--- src/rtl/median_stream_pkg.sv ---
`default_nettype none
// +--------------------------------------------------------------------+
// | median_pkg : FSM state type and counter-width helper. Rev 1.0      |
// +--------------------------------------------------------------------+
package median_pkg;

  typedef enum logic [1:0] {
    LOAD = 2'd0,
    SORT = 2'd1,
    OUT  = 2'd2
  } state_t;

  function automatic int cnt_w(input int n);
    return (n > 1) ? $clog2(n) : 1;
  endfunction

endpackage
`default_nettype wire

--- src/rtl/median_stream_if.sv ---
`default_nettype none
// +--------------------------------------------------------------------+
// | median_stream_if : sample-in / result-out handshake bundle. Rev 1.0|
// +--------------------------------------------------------------------+
interface median_stream_if #(
  parameter int WIDTH = 8
) ();

  logic [WIDTH-1:0] in_data;
  logic             in_valid;
  logic             in_ready;
  logic [WIDTH-1:0] out_data;
  logic             out_valid;
  logic             out_ready;

  modport master (
    output in_data, in_valid, out_ready,
    input  in_ready, out_data, out_valid
  );

  modport slave (
    input  in_data, in_valid, out_ready,
    output in_ready, out_data, out_valid
  );

endinterface
`default_nettype wire

--- src/rtl/median_stream_cmp_swap.sv ---
`default_nettype none
// +--------------------------------------------------------------------+
// | cmp_swap : combinational unsigned compare-exchange. Rev 1.0        |
// +--------------------------------------------------------------------+
module cmp_swap #(
  parameter int WIDTH = 8
) (
  input  wire logic [WIDTH-1:0] A,
  input  wire logic [WIDTH-1:0] B,
  output logic      [WIDTH-1:0] MAX,
  output logic      [WIDTH-1:0] MIN
);

  logic a_gt_b;

  assign a_gt_b = (A > B);
  assign MAX    = a_gt_b ? A : B;
  assign MIN    = a_gt_b ? B : A;

endmodule
`default_nettype wire

--- src/rtl/median_stream.sv ---
`default_nettype none
// +--------------------------------------------------------------------+
// | median_stream : windowed order-statistic filter over N samples;    |
// | MEDIAN_STREAM_RANK_EN adds a runtime rank port. Rev 1.0            |
// +--------------------------------------------------------------------+
module median_stream
  import median_pkg::*;
#(
  parameter int WIDTH = 8,
  parameter int N     = 9
) (
  input  wire logic                   CLK,
  input  wire logic                   nRST,
`ifdef MEDIAN_STREAM_RANK_EN
  input  wire logic [$clog2(N+1)-1:0] rank,
`endif
  median_stream_if.slave              bus
);

  localparam int            CW      = cnt_w(N);
  localparam logic [CW-1:0] C_LAST  = CW'(N - 1);
  localparam logic [CW-1:0] C_FINAL = CW'(N - 2);
  localparam logic [CW-1:0] C_PMED  = CW'((N - 1) / 2);

  state_t           state_q, state_d;
  logic [WIDTH-1:0] r_q [N];
  logic [WIDTH-1:0] r_d [N];
  logic [CW-1:0]    cnt_q,  cnt_d;
  logic [CW-1:0]    pass_q, pass_d;
  logic [CW-1:0]    cyc_q,  cyc_d;
  logic [CW-1:0]    ptgt_q, ptgt_d;
  logic [CW-1:0]    rank_ptgt;
  logic [WIDTH-1:0] cs_max, cs_min;
  logic             accept;

  // Number of full max-removal passes before the final selection sweep.
`ifdef MEDIAN_STREAM_RANK_EN
  localparam int RW = $clog2(N + 1);
  always_comb begin
    if (rank == '0 || rank > RW'(N)) rank_ptgt = C_PMED;
    else                             rank_ptgt = CW'(rank - RW'(1));
  end
`else
  assign rank_ptgt = C_PMED;
`endif

  cmp_swap #(.WIDTH(WIDTH)) u_cmp_swap (
    .A   (r_q[N-2]),
    .B   (r_q[N-1]),
    .MAX (cs_max),
    .MIN (cs_min)
  );

  assign accept = bus.in_valid && (state_q == LOAD);

  always_ff @(posedge CLK) begin
    if (!nRST) begin
      state_q <= LOAD;
      cnt_q   <= '0;
      pass_q  <= '0;
      cyc_q   <= '0;
      ptgt_q  <= '0;
      for (int i = 0; i < N; i++) r_q[i] <= '0;
    end else begin
      state_q <= state_d;
      cnt_q   <= cnt_d;
      pass_q  <= pass_d;
      cyc_q   <= cyc_d;
      ptgt_q  <= ptgt_d;
      r_q     <= r_d;
    end
  end

  always_comb begin
    state_d = state_q;
    case (state_q)
      LOAD:    if (accept && cnt_q == C_LAST)              state_d = SORT;
      SORT:    if (pass_q == ptgt_q && cyc_q == C_FINAL)   state_d = OUT;
      OUT:     if (bus.out_ready)                          state_d = LOAD;
      default:                                             state_d = LOAD;
    endcase
  end

  always_comb begin
    r_d    = r_q;
    cnt_d  = cnt_q;
    pass_d = pass_q;
    cyc_d  = cyc_q;
    ptgt_d = ptgt_q;
    case (state_q)
      LOAD: begin
        if (accept) begin
          r_d[0] = bus.in_data;
          for (int i = 0; i < N - 1; i++) r_d[i+1] = r_q[i];
          if (cnt_q == C_LAST) begin
            cnt_d  = '0;
            pass_d = '0;
            cyc_d  = '0;
            ptgt_d = rank_ptgt;
          end else begin
            cnt_d = cnt_q + 1'b1;
          end
        end
      end
      SORT: begin
        // R[N-1] tracks the running max; the last cycle of a full pass drops it.
        r_d[0] = cs_min;
        for (int i = 0; i < N - 2; i++) r_d[i+1] = r_q[i];
        if (pass_q != ptgt_q && cyc_q == C_LAST) begin
          r_d[N-1] = r_q[N-2];
          cyc_d    = '0;
          pass_d   = pass_q + 1'b1;
        end else begin
          r_d[N-1] = cs_max;
          cyc_d    = cyc_q + 1'b1;
        end
      end
      OUT: begin
        if (bus.out_ready) cnt_d = '0;
      end
      default: ;
    endcase
  end

  always_comb begin
    bus.in_ready  = (state_q == LOAD);
    bus.out_valid = (state_q == OUT);
    bus.out_data  = (state_q == OUT) ? r_q[N-1] : '0;
  end

endmodule
`default_nettype wire

--- src/flat_wrapper.sv ---
// flat-port wrapper written by rule: the top's interface ports become plain ports
module median_stream_flat import median_pkg::*;
#(
  parameter int WIDTH = 8,
  parameter int N     = 9
)
  (CLK, nRST, bus_in_data, bus_in_valid, bus_out_ready, bus_in_ready, bus_out_data, bus_out_valid);
  median_stream_if #(.WIDTH(WIDTH)) bus_i ();
  input  wire logic CLK;
  input  wire logic nRST;
  input wire logic [$bits(bus_i.in_data)-1:0] bus_in_data;
  input wire logic [$bits(bus_i.in_valid)-1:0] bus_in_valid;
  input wire logic [$bits(bus_i.out_ready)-1:0] bus_out_ready;
  output wire logic [$bits(bus_i.in_ready)-1:0] bus_in_ready;
  output wire logic [$bits(bus_i.out_data)-1:0] bus_out_data;
  output wire logic [$bits(bus_i.out_valid)-1:0] bus_out_valid;
  assign bus_i.in_data = bus_in_data;
  assign bus_i.in_valid = bus_in_valid;
  assign bus_i.out_ready = bus_out_ready;
  assign bus_in_ready = bus_i.in_ready;
  assign bus_out_data = bus_i.out_data;
  assign bus_out_valid = bus_i.out_valid;
  median_stream #(.WIDTH(WIDTH), .N(N)) u_core (.CLK(CLK), .nRST(nRST), .bus(bus_i));
endmodule
--- config.mk ---
export PLATFORM = sky130hd
export DESIGN_NAME = median_stream_flat
export DESIGN_NICKNAME = d
export VERILOG_FILES = /design/src/rtl/median_stream_pkg.sv /design/src/rtl/median_stream_if.sv /design/src/rtl/median_stream_cmp_swap.sv /design/src/rtl/median_stream.sv /design/src/flat_wrapper.sv
export SDC_FILE = /design/constraint.sdc
export NUM_CORES = 1
export LEC_CHECK = 0
export ABC_AREA = 1
export CAP_MARGIN = 20
export CORE_AREA = 2 2 117 73
export CTS_CLUSTER_SIZE = 14
export DETAILED_ROUTE_END_ITERATION = 6
export DIE_AREA = 0 0 119 75
export PLACE_DENSITY = 0.71
export RECOVER_POWER = 100
export SYNTH_ARGS = -nofsm -noshare
export SYNTH_HDL_FRONTEND = slang
export SYNTH_SLANG_ARGS = --single-unit
export TNS_END_PERCENT = 30
--- constraint.sdc ---
create_clock -name CLK -period 1.7 [get_ports CLK]
set_input_delay 0.17 -clock CLK [delete_from_list [all_inputs] [get_ports CLK]]
set_output_delay 0.17 -clock CLK [all_outputs]
set_load 0.1 [all_outputs]
==> flow_summary.json <==
{
  "status": "finished clean",
  "n_antenna_cell": 0,
  "cp.buffers_inverters": 2,
  "power_density_nw_per_um2": 1010,
  "endpoint_kind": "register",
  "synth_warnings": 0,
  "arrival_ps": 1900,
  "max_slew_margin_pct": 64.0,
  "rows": 25,
  "layout-drive-gt1-share_pct": 20.4,
  "synth_area_leader_cell": "dfxtp_1",
  "skew_ps": 7.40,
  "crit_chain": "inv_1 > ha_1 > nand2_2 > nor2_4 > nand2_1 > nand2_2 > nand2_4 > buf_4 > nand2_1 > nand3_1 > a21oi_2",
  "dr_total_vias": 3344,
  "yosysMostFrequentCell": "nor2_1",
  "synth-xor-area-share_pct": 0.464,
  "area_delta_synth_final_pct": 25.4,
  "vias_per_cell": 5.16,
  "yosysUniqueCellTypes": 32,
  "syn_nets": 527,
  "slew_viol_final": 0,
  "cts.path.max_buffers": 2,
  "drt-initial-drc-count": 216,
  "muxShareOfSynthArea_pct": 0,
  "final.min_clock_period_ps": 1620,
  "die_y_um": 75,
  "routed_wl_um": 8930,
  "hp-class": "primary input to register",
  "grt.overflow.total": 0,
  "worst_path_max_delay_cell": "dfxtp_2",
  "antenna_found_initial": 0,
  "grt_use_total_pct": 21.5,
  "cts.sinks": 87,
  "root_buffer": "clkbuf_16",
  "startpoint_type": "register",
  "die_width_um": 119,
  "criticalPathCategory": "register to register",
  "synthCells": 501,
  "synth_top_family_by_area": "simple AND/OR/NAND/NOR gates",
  "cts_tree": "done",
  "gp_congestion": 0.876,
  "p_leak_nw": 1.95,
  "syn_avg_cell_area_um2": 7.54,
  "hold_viol_final": 0,
  "setup_violations": 0,
  "grt_max_degree": 76,
  "yosys.area_share.adder_pct": 4.64,
  "final_antenna_net_count": 0,
  "max_freq_ghz": 0.616,
  "core_um2": 7790,
  "critPathMaxFanout": 4,
  "synthTopCellsByArea": "dfxtp_1, nor2_1, o21ai_0",
  "cp_top_family": "simple AND/OR/NAND/NOR gates",
  "tns_ps": 0,
  "vdd_drop_max_mv": 0.716,
  "cp.required_ps": 1970,
  "htreeDepth": 3,
  "crit_path_max_incr_delay_ps": 330,
  "clk_pin_slew_ps": 60,
  "dr.pass1.iters": 5,
  "synth_edf_count": 0,
  "pin_count": 22,
  "seq_area_frac_synth_pct": 46.1,
  "async_reset_ff_share_pct": 0,
  "synthSimpleGateAreaFrac_pct": 24.6,
  "post_drt_wl_per_cell_um": 13.8,
  "numCtsBuffers": 9,
  "die_area_um2": 8930,
  "cts_hold_buffers": 0,
  "clk_latency_ps": 340,
  "num-nets-final": 561,
  "synth_compound_area_share_pct": 16.5,
  "drc": 0,
  "grt_pass1_wl_um": 15100,
  "maxCapViolCount": 0,
  "tightest_slew_ps": 543,
  "synth_ff_type": "dfxtp_1",
  "io_buffers": 21,
  "period_share_pct": 95.5,
  "synthesis.area_um2": 3780,
  "start_util_pct": 48.5,
  "ys_ff_latch": 87,
  "ff2ff_setup_slack_ps": 80,
  "place_hpwl_um": 5910,
  "timing.hold.ws_ps": 251,
  "grt_pass1_vias": 3143,
  "yosys-top-cells-count": "nor2_1, dfxtp_1, o21ai_0",
  "synth_top_area_share_pct": 46.1
}
## worst paths after layout
path                                     start               end  cells after the start
worst max register to register   u_core.r_q[4]    u_core.r_q[68]                     11
worst min-delay path                      nRST  u_core.pass_q[3]                      5
worst min register to register  u_core.r_q[41]    u_core.r_q[33]                      2
worst max-delay path             u_core.r_q[4]    u_core.r_q[68]                     11
## layer usage
metal  GRT usage (%)  share of wire (%)  wire length [µm]  vias up
met1            30.0                 51              4560     1551
li1                -                  -                 -     1699
met5               0                  0                 0        -
met2            33.3                 42              3740       86
met3            7.12                6.3               565        8
met4            3.97               0.79                71        0
## report_power, final
part           leakage, nW  internal [mW]  switching (mW)
Combinational         1.09          0.263           0.372
Clock                0.140           1.14           0.780
Sequential           0.721           2.16          0.0689
Total                 1.95           3.56            1.22
## layout make-up
class / instances / area [µm²]
Fill cell: 689 / 3050
Tap cell: 108 / 135
Multi-Input combinational cell: 348 / 1920
Clock inverter: 5 / 57.6
Sequential cell: 87 / 1760
Inverter: 41 / 159
Clock buffer: 11 / 233
Timing Repair Buffer: 48 / 472
## tightest hold or removal path: stages
cell and delay, ps:
buf_2 120, inv_1 70, nor2_1 80, nand2_1 70, nor2_1 30
## cell families after synthesis
group                      count (synthesis)
xor gates and xnor gates                   2
buffers and inverters                     66
and+or+nand+nor                          211
adders and majority gates                 14
AOI/OAI and AO/OA                        121
DFF                                       87
## placed cells by master, fill, tap and decap left out, types with 2 or more instances in the layout
cell type,count
nand3_2,2
buf_12,4
clkbuf_1,2
nand2_4,2
o21ai_0,78
nor2_4,13
nor2_2,2
clkbuf_2,2
clkdlybuf4s50_1,10
inv_4,3
nand2_2,4
dfxtp_1,77
clkbuf_16,10
buf_4,23
xor2_1,2
a21oi_2,5
ha_1,10
nor2_1,116
a21oi_1,31
buf_6,7
ha_4,4
dfxtp_2,9
inv_1,31
inv_2,8
nand2_1,36
nand3_1,27
## sequential cells by signal, summed over array words and instances (netlist names)
signal / cells
u_core.r_q: 72
u_core.cnt_q: 4
u_core.cyc_q: 4
u_core.pass_q: 4
u_core.state_q: 2
u_core.ptgt_q: 1
## per-stage QoR
step / cells / area, µm² / util [%] / power (mW) / setup slack [ps]
2_1_floorplan: 501 / 3860 / - / 2.62 / -162
3_3_place_gp: 629 / 4370 / 56.1 / 2.80 / 14.6
3_5_place_dp: 629 / 4370 / 56.1 / 2.81 / 13.3
4_1_cts: 645 / 4670 / 59.9 / 4.75 / 8.54
5_1_grt: 648 / 4740 / 60.8 / 5.00 / -6.98
6_report: 648 / 4740 / 60.8 / 4.78 / 75.8
## what timing repair did
action                     4_1_cts  5_1_grt
gates resized for setup          1       31
pin swaps                        0        4
hold endpoints to repair         0        0
cloned                           0        1
buffers inserted                 0        2
setup endpoints to repair        3       62
No activity file was read; power rests on OpenSTA's default activity.
